### src/rtl/tm_sched_pkg.sv
// tm_sched_pkg: shared sizes and types for the truncated-multiplier round-robin scheduler
package tm_sched_pkg;
   localparam int NREQ = 4;
   localparam int OPW = 8;
   localparam int PW = 16;
   typedef logic [$clog2(NREQ)-1:0] id_t;
   typedef logic [2:0] k_t;
endpackage

### src/rtl/u_tm8_rr_sched_if.sv
// u_tm8_rr_sched_if: request, response and config signals of the scheduler
interface u_tm8_rr_sched_if;
   import tm_sched_pkg::*;
   logic [NREQ-1:0] req_valid;
   logic [NREQ-1:0] req_ready;
   logic [NREQ*OPW-1:0] req_a;
   logic [NREQ*OPW-1:0] req_b;
   logic resp_valid;
   logic resp_ready;
   id_t resp_id;
   logic [PW-1:0] resp_p;
   logic cfg_we;
   k_t cfg_k;
   logic cfg_err;
   logic busy;
   modport master (
      output req_valid, req_a, req_b, resp_ready, cfg_we, cfg_k,
      input req_ready, resp_valid, resp_id, resp_p, cfg_err, busy
   );
   modport slave (
      input req_valid, req_a, req_b, resp_ready, cfg_we, cfg_k,
      output req_ready, resp_valid, resp_id, resp_p, cfg_err, busy
   );
endinterface

### src/rtl/u_tm8_rr_sched_mul.sv
// tm8_mul_k: 8x8 multiplier that drops operand bits below position k
module tm8_mul_k
   import tm_sched_pkg::*;
(
   input logic [OPW-1:0] a,
   input logic [OPW-1:0] b,
   input k_t k,
   output logic [PW-1:0] p
);
   logic [OPW-1:0] m;
   // keeping only a_i, b_j with i,j >= k is the same as masking both operands
   assign m = {OPW{1'b1}} << k;
   assign p = PW'(a & m) * PW'(b & m);
endmodule

### src/rtl/u_tm8_rr_sched.sv
// u_tm8_rr_sched: round-robin arbiter feeding a 2-stage truncated multiplier pipeline
module u_tm8_rr_sched #(
   parameter int NREQ = tm_sched_pkg::NREQ,
   parameter tm_sched_pkg::k_t K_RST = 3'd7
) (
   input logic clk,
   input logic rst,
   u_tm8_rr_sched_if.slave bus
);
   import tm_sched_pkg::*;
   logic s1_v_q, s1_v_d, s2_v_q, s2_v_d, cfg_err_q, cfg_err_d;
   logic [OPW-1:0] s1_a_q, s1_a_d, s1_b_q, s1_b_d;
   id_t s1_id_q, s1_id_d, s2_id_q, s2_id_d, ptr_q, ptr_d, gnt_id;
   k_t s1_k_q, s1_k_d, k_q, k_d;
   logic [PW-1:0] s2_p_q, s2_p_d, mul_p;
   logic gnt_v, s2_load, s1_load, xfer, wr_ok, busy;
   always_comb begin
      gnt_v = 1'b0;
      gnt_id = ptr_q;
      for (int i = 0; i < NREQ; i++) begin
         if (!gnt_v && bus.req_valid[ptr_q + id_t'(i)]) begin
            gnt_v = 1'b1;
            gnt_id = ptr_q + id_t'(i);
         end
      end
   end
   assign busy = s1_v_q || s2_v_q;
   assign s2_load = !s2_v_q || bus.resp_ready;
   assign s1_load = !s1_v_q || s2_load;
   assign xfer = gnt_v && s1_load && !rst;
   // a write colliding with an accept loses, so the accepted request keeps the old K
   assign wr_ok = bus.cfg_we && !busy && !xfer;
   tm8_mul_k u_mul (.a(s1_a_q), .b(s1_b_q), .k(s1_k_q), .p(mul_p));
   always_comb begin
      s1_v_d = xfer || (s1_v_q && !s2_load);
      s1_a_d = xfer ? bus.req_a[OPW*gnt_id +: OPW] : s1_a_q;
      s1_b_d = xfer ? bus.req_b[OPW*gnt_id +: OPW] : s1_b_q;
      s1_id_d = xfer ? gnt_id : s1_id_q;
      s1_k_d = xfer ? k_q : s1_k_q;
      ptr_d = xfer ? gnt_id + id_t'(1) : ptr_q;
      s2_v_d = s2_load ? s1_v_q : s2_v_q;
      s2_id_d = (s2_load && s1_v_q) ? s1_id_q : s2_id_q;
      s2_p_d = (s2_load && s1_v_q) ? mul_p : s2_p_q;
      k_d = wr_ok ? bus.cfg_k : k_q;
      cfg_err_d = bus.cfg_we && !wr_ok;
   end
   always_ff @(posedge clk or posedge rst) begin
      if (rst) begin
         s1_v_q <= 1'b0;
         s1_a_q <= '0;
         s1_b_q <= '0;
         s1_id_q <= '0;
         s1_k_q <= '0;
         s2_v_q <= 1'b0;
         s2_id_q <= '0;
         s2_p_q <= '0;
         ptr_q <= '0;
         k_q <= K_RST;
         cfg_err_q <= 1'b0;
      end else begin
         s1_v_q <= s1_v_d;
         s1_a_q <= s1_a_d;
         s1_b_q <= s1_b_d;
         s1_id_q <= s1_id_d;
         s1_k_q <= s1_k_d;
         s2_v_q <= s2_v_d;
         s2_id_q <= s2_id_d;
         s2_p_q <= s2_p_d;
         ptr_q <= ptr_d;
         k_q <= k_d;
         cfg_err_q <= cfg_err_d;
      end
   end
   assign bus.req_ready = xfer ? NREQ'(1) << gnt_id : '0;
   assign bus.resp_valid = s2_v_q;
   assign bus.resp_id = s2_id_q;
   assign bus.resp_p = s2_p_q;
   assign bus.cfg_err = cfg_err_q;
   assign bus.busy = busy;
endmodule

### src/flat_wrapper.sv
// flat-port wrapper written by rule: the top's interface ports become plain ports
module u_tm8_rr_sched_flat import tm_sched_pkg::*;
#(
   parameter int NREQ = tm_sched_pkg::NREQ,
   parameter tm_sched_pkg::k_t K_RST = 3'd7
)
  (clk, rst, bus_req_valid, bus_req_a, bus_req_b, bus_resp_ready, bus_cfg_we, bus_cfg_k, bus_req_ready, bus_resp_valid, bus_resp_id, bus_resp_p, bus_cfg_err, bus_busy);
  u_tm8_rr_sched_if bus_i ();
  input logic clk;
  input logic rst;
  input wire logic [$bits(bus_i.req_valid)-1:0] bus_req_valid;
  input wire logic [$bits(bus_i.req_a)-1:0] bus_req_a;
  input wire logic [$bits(bus_i.req_b)-1:0] bus_req_b;
  input wire logic [$bits(bus_i.resp_ready)-1:0] bus_resp_ready;
  input wire logic [$bits(bus_i.cfg_we)-1:0] bus_cfg_we;
  input wire logic [$bits(bus_i.cfg_k)-1:0] bus_cfg_k;
  output wire logic [$bits(bus_i.req_ready)-1:0] bus_req_ready;
  output wire logic [$bits(bus_i.resp_valid)-1:0] bus_resp_valid;
  output wire logic [$bits(bus_i.resp_id)-1:0] bus_resp_id;
  output wire logic [$bits(bus_i.resp_p)-1:0] bus_resp_p;
  output wire logic [$bits(bus_i.cfg_err)-1:0] bus_cfg_err;
  output wire logic [$bits(bus_i.busy)-1:0] bus_busy;
  assign bus_i.req_valid = bus_req_valid;
  assign bus_i.req_a = bus_req_a;
  assign bus_i.req_b = bus_req_b;
  assign bus_i.resp_ready = bus_resp_ready;
  assign bus_i.cfg_we = bus_cfg_we;
  assign bus_i.cfg_k = bus_cfg_k;
  assign bus_req_ready = bus_i.req_ready;
  assign bus_resp_valid = bus_i.resp_valid;
  assign bus_resp_id = bus_i.resp_id;
  assign bus_resp_p = bus_i.resp_p;
  assign bus_cfg_err = bus_i.cfg_err;
  assign bus_busy = bus_i.busy;
  u_tm8_rr_sched #(.NREQ(NREQ), .K_RST(K_RST)) u_core (.clk(clk), .rst(rst), .bus(bus_i));
endmodule
### config.mk
export PLATFORM = sky130hd
export DESIGN_NAME = u_tm8_rr_sched_flat
export DESIGN_NICKNAME = d
export VERILOG_FILES = /design/src/rtl/tm_sched_pkg.sv /design/src/rtl/u_tm8_rr_sched_if.sv /design/src/rtl/u_tm8_rr_sched_mul.sv /design/src/rtl/u_tm8_rr_sched.sv /design/src/flat_wrapper.sv
export SDC_FILE = /design/constraint.sdc
export NUM_CORES = 1
export LEC_CHECK = 0
export CORE_MARGIN = 8
export CORE_UTILIZATION = 40
export CTS_CLUSTER_DIAMETER = 100
export DETAILED_ROUTE_END_ITERATION = 7
export GPL_ROUTABILITY_DRIVEN = 0
export PLACE_DENSITY = 0.75
export SLEW_MARGIN = 40
export SYNTH_ARGS = -nofsm -noshare
export SYNTH_HDL_FRONTEND = slang
export SYNTH_HIERARCHICAL = 1
export SYNTH_SLANG_ARGS = --single-unit
### constraint.sdc
create_clock -name clk -period 9 [get_ports clk]
set_clock_uncertainty 0.15 [all_clocks]
set_input_delay 1.8 -clock clk [delete_from_list [all_inputs] [get_ports clk]]
set_output_delay 1.8 -clock clk [all_outputs]
set_load 0.01 [all_outputs]
==> qor.yml <==
status: "finished clean"
regToRegSetupSlack_ns: 3.45
hold_path_end: "u_core/s1_id_q[0]"
pin_count: 100
nets: 707
clkPwrFrac_pct: 9.6
grt_usage_pct: 14.9
cts_resized: 0
num_vias: 3813
hold_viol: 0
ant_nets: 0
cts_tree: "built"
postSynthCellCount: 461
postCtsHoldBufs: 0
worst_slew_pin_slew_ns: 0.828
io_buffer_count: 99
synth_adder_area_share_pct: 26.4
power_density_nw_per_um2: 349
die_w_um: 124
avgSynthCellArea_um2: 10.0
cts_setup_buffers: 0
cts_buffers: 5
initial_core_util_pct: 40.7
multi_input_area_um2: 3140
htreeDepth: 2
synthSimpleGateAreaFrac_pct: 17.6
synth_mux_area_share_pct: 12.0
syn_to_final_growth_pct: 27.6
cp-end-kind: "output port"
drc: 0
ys_seq_elements: 47
first_pass_iters: 5
ys.flop_type: "dfrtp_1"
drt_wl_total_mm: 11.4
grt.overflow.total: 0
fin_ws_ns: 3.15
rows: 39
dp.final_hpwl_mm: 9.10
area.sequential_um2: 1180
fill_cells: 1019
comb_power_share_pct: 70.4
clk_pin_slew_ns: 0.07
cts_sinks: 47
critPathRequiredTime_ns: 7.05
synth_compound_area_share_pct: 10.0
rsz0062_at_grt: "false"
max_stage_delay_ns: 0.54
clk_path_buf_depth: 2
root_buffer: "clkbuf_16"
ir_drop_mv: 0.160
p_sw_uw: 933
crit_path_max_fanout: 9
synth_area_um2: 4620
final_common_cell: "clkdlybuf4s50_1"
timing.rr.start: "u_core/s1_k_q[2]"
critical-path-slowest-cell: "clkdlybuf4s50_1"
cp_data_arrival_time_ns: 3.90
antenna_found_initial: 0
post-route-period-util_pct: 65.0
startpoint_type: "input port"
p_int_mw: 1.13
synth_xor_area_share_pct: 1.52
slew_violations: 0
synthArstFlopShare_pct: 100
r2r_end: "u_core/bus.resp_p[15]"
grt_max_degree: 48
final_cell_mix: "clkdlybuf4s50_1, inv_1, dfrtp_1"
fin_hold_ws_ns: 0.338
p_seq_share_pct: 20.0
grt_first_pass_wirelength_mm: 18.4
yosysWarnings: 6
clk_latency_ns: 0.29
antenna_cells: 0
dieArea_um2: 15300
synth_top_family_by_area: "adder cells"
hold_class: "reg -> reg"
fin_crit_ns: 5.85
p_leak_nw: 2.92
syn_nets: 612
fin_tns_setup_ns: 0
switching_share_pct: 45.3
timing.critical_path.mode_cell: "clkdlybuf4s50_1"
drtIter0Drc: 242
synth.distinct_cells: 52
place_ws_ns: 3.14
hold_start: "u_core/s1_id_q[0]"
synth-seq-area-share_pct: 25.5
max_freq_ghz: 0.171
grt_pass1_vias: 3843
die_y_um: 124
min_delay_path_depth: 2
worstRegToRegCells: 16
drive_gt1_share_pct: 10.2
vias_per_cell: 5.45
maxCapViolations: 0
criticalPathCategory: "in -> out"
setup_viol: 0
routedWlPerCell_um: 16.3
synth_edf_count: 0
core_area_um2: 11400
timing.slew.headroom_pct: 44.6
cp_cell_sequence: "clkdlybuf4s50_1 -> and2b_1 -> nor2_1 -> o2bb2ai_4 -> inv_1 -> ha_1 -> and3_1 -> clkdlybuf4s50_1"
-- worst max-delay path: cells and delay by family --
kind	cells	cell delay, ns
AND/OR/NAND/NOR	3	0.38
adder cells (fa/ha/maj)	1	0.20
buffers and inverters	3	1.16
AO/OA/AOI/OAI	1	0.36
-- layer usage --
metal / global-route usage (%) / vias up / part of all wire, %
li1: - / 1792 / -
met1: 18.1 / 1897 / 38
met2: 26.7 / 116 / 55
met3: 3.01 / 8 / 6.4
met4: 2.78 / 0 / 0.73
met5: 0 / - / 0
-- per-stage QoR --
step	utilization [%]	power, mW	instances	cell area [um2]
after floorplan	-	1.50	461	4620
after global placement	50.0	1.79	690	5680
after detailed placement	50.5	1.87	692	5740
after CTS	51.8	2.08	700	5890
after global routing	51.9	2.29	700	5900
final	51.9	2.06	700	5900
-- layout make-up --
| cell class | instances | area share (%) |
|---|---|---|
| clock buffers | 5 | 2.12 |
| clock inverters | 3 | 0.467 |
| inverters | 54 | 3.48 |
| multi-input cells | 347 | 53.2 |
| flip-flops and latches | 47 | 20.0 |
| well taps | 143 | 3.03 |
| repair buffers | 101 | 17.7 |
-- cells by family after synthesis --
kind of cell | after synthesis
buf+inv | 67
fa+ha+maj | 76
compound gates | 58
simple gates | 152
flops | 47
mux | 53
xor+xnor | 8
-- power groups by stage --
stage / combinational (mW) / sequential [mW] / clock, mW
floorplan: 1.11 / 0.388 / 0
global placement: 1.39 / 0.407 / 0
detailed placement: 1.46 / 0.411 / 0
CTS: 1.47 / 0.409 / 0.204
global route: 1.64 / 0.429 / 0.213
finish: 1.45 / 0.412 / 0.198
-- how the worst max path moves through the flow --
stage | startpoint | endpoint | slack [ns] | cells past startpoint
6_report | bus_req_valid[2] | bus_req_ready[0] | 3.15 | 8
5_1_grt | bus_req_valid[2] | bus_req_ready[1] | 3.02 | 8
4_1_cts | bus_req_valid[2] | bus_req_ready[0] | 3.12 | 8
3_5_place_dp | bus_req_valid[2] | bus_req_ready[1] | 3.14 | 8
3_3_place_gp | bus_req_valid[2] | bus_req_ready[1] | 2.51 | 8
2_1_floorplan | u_core/s1_k_q[2] | u_core/bus.resp_p[15] | 4.08 | 17
-- cells in the mapped netlist (5+ instances only) --
library cell / n / area, um2
o21ai_0: 10 / 50.1
nand3_1: 15 / 75.1
o221ai_1: 12 / 105
mux2i_1: 32 / 320
nor2_1: 15 / 56.3
nand2_1: 41 / 154
nor2b_1: 6 / 37.5
and3_1: 41 / 257
ha_1: 40 / 500
inv_1: 53 / 199
a21oi_1: 12 / 60.1
mux2_2: 21 / 236
nor3_1: 5 / 25.0
fa_1: 36 / 721
dfrtp_1: 44 / 1100
and2_1: 12 / 75.1
-- state kept, by name (all words and copies together) (netlist names), 2 cells and up --
| register | cells |
|---|---|
| u_core/bus.resp_p | 16 |
| u_core/s1_a_q | 8 |
| u_core/s1_b_q | 8 |
| u_core/k_q | 3 |
| u_core/s1_k_q | 3 |
| u_core/bus.resp_id | 2 |
| u_core/ptr_q | 2 |
| u_core/s1_id_q | 2 |
(Power assumes the default switching activity.)
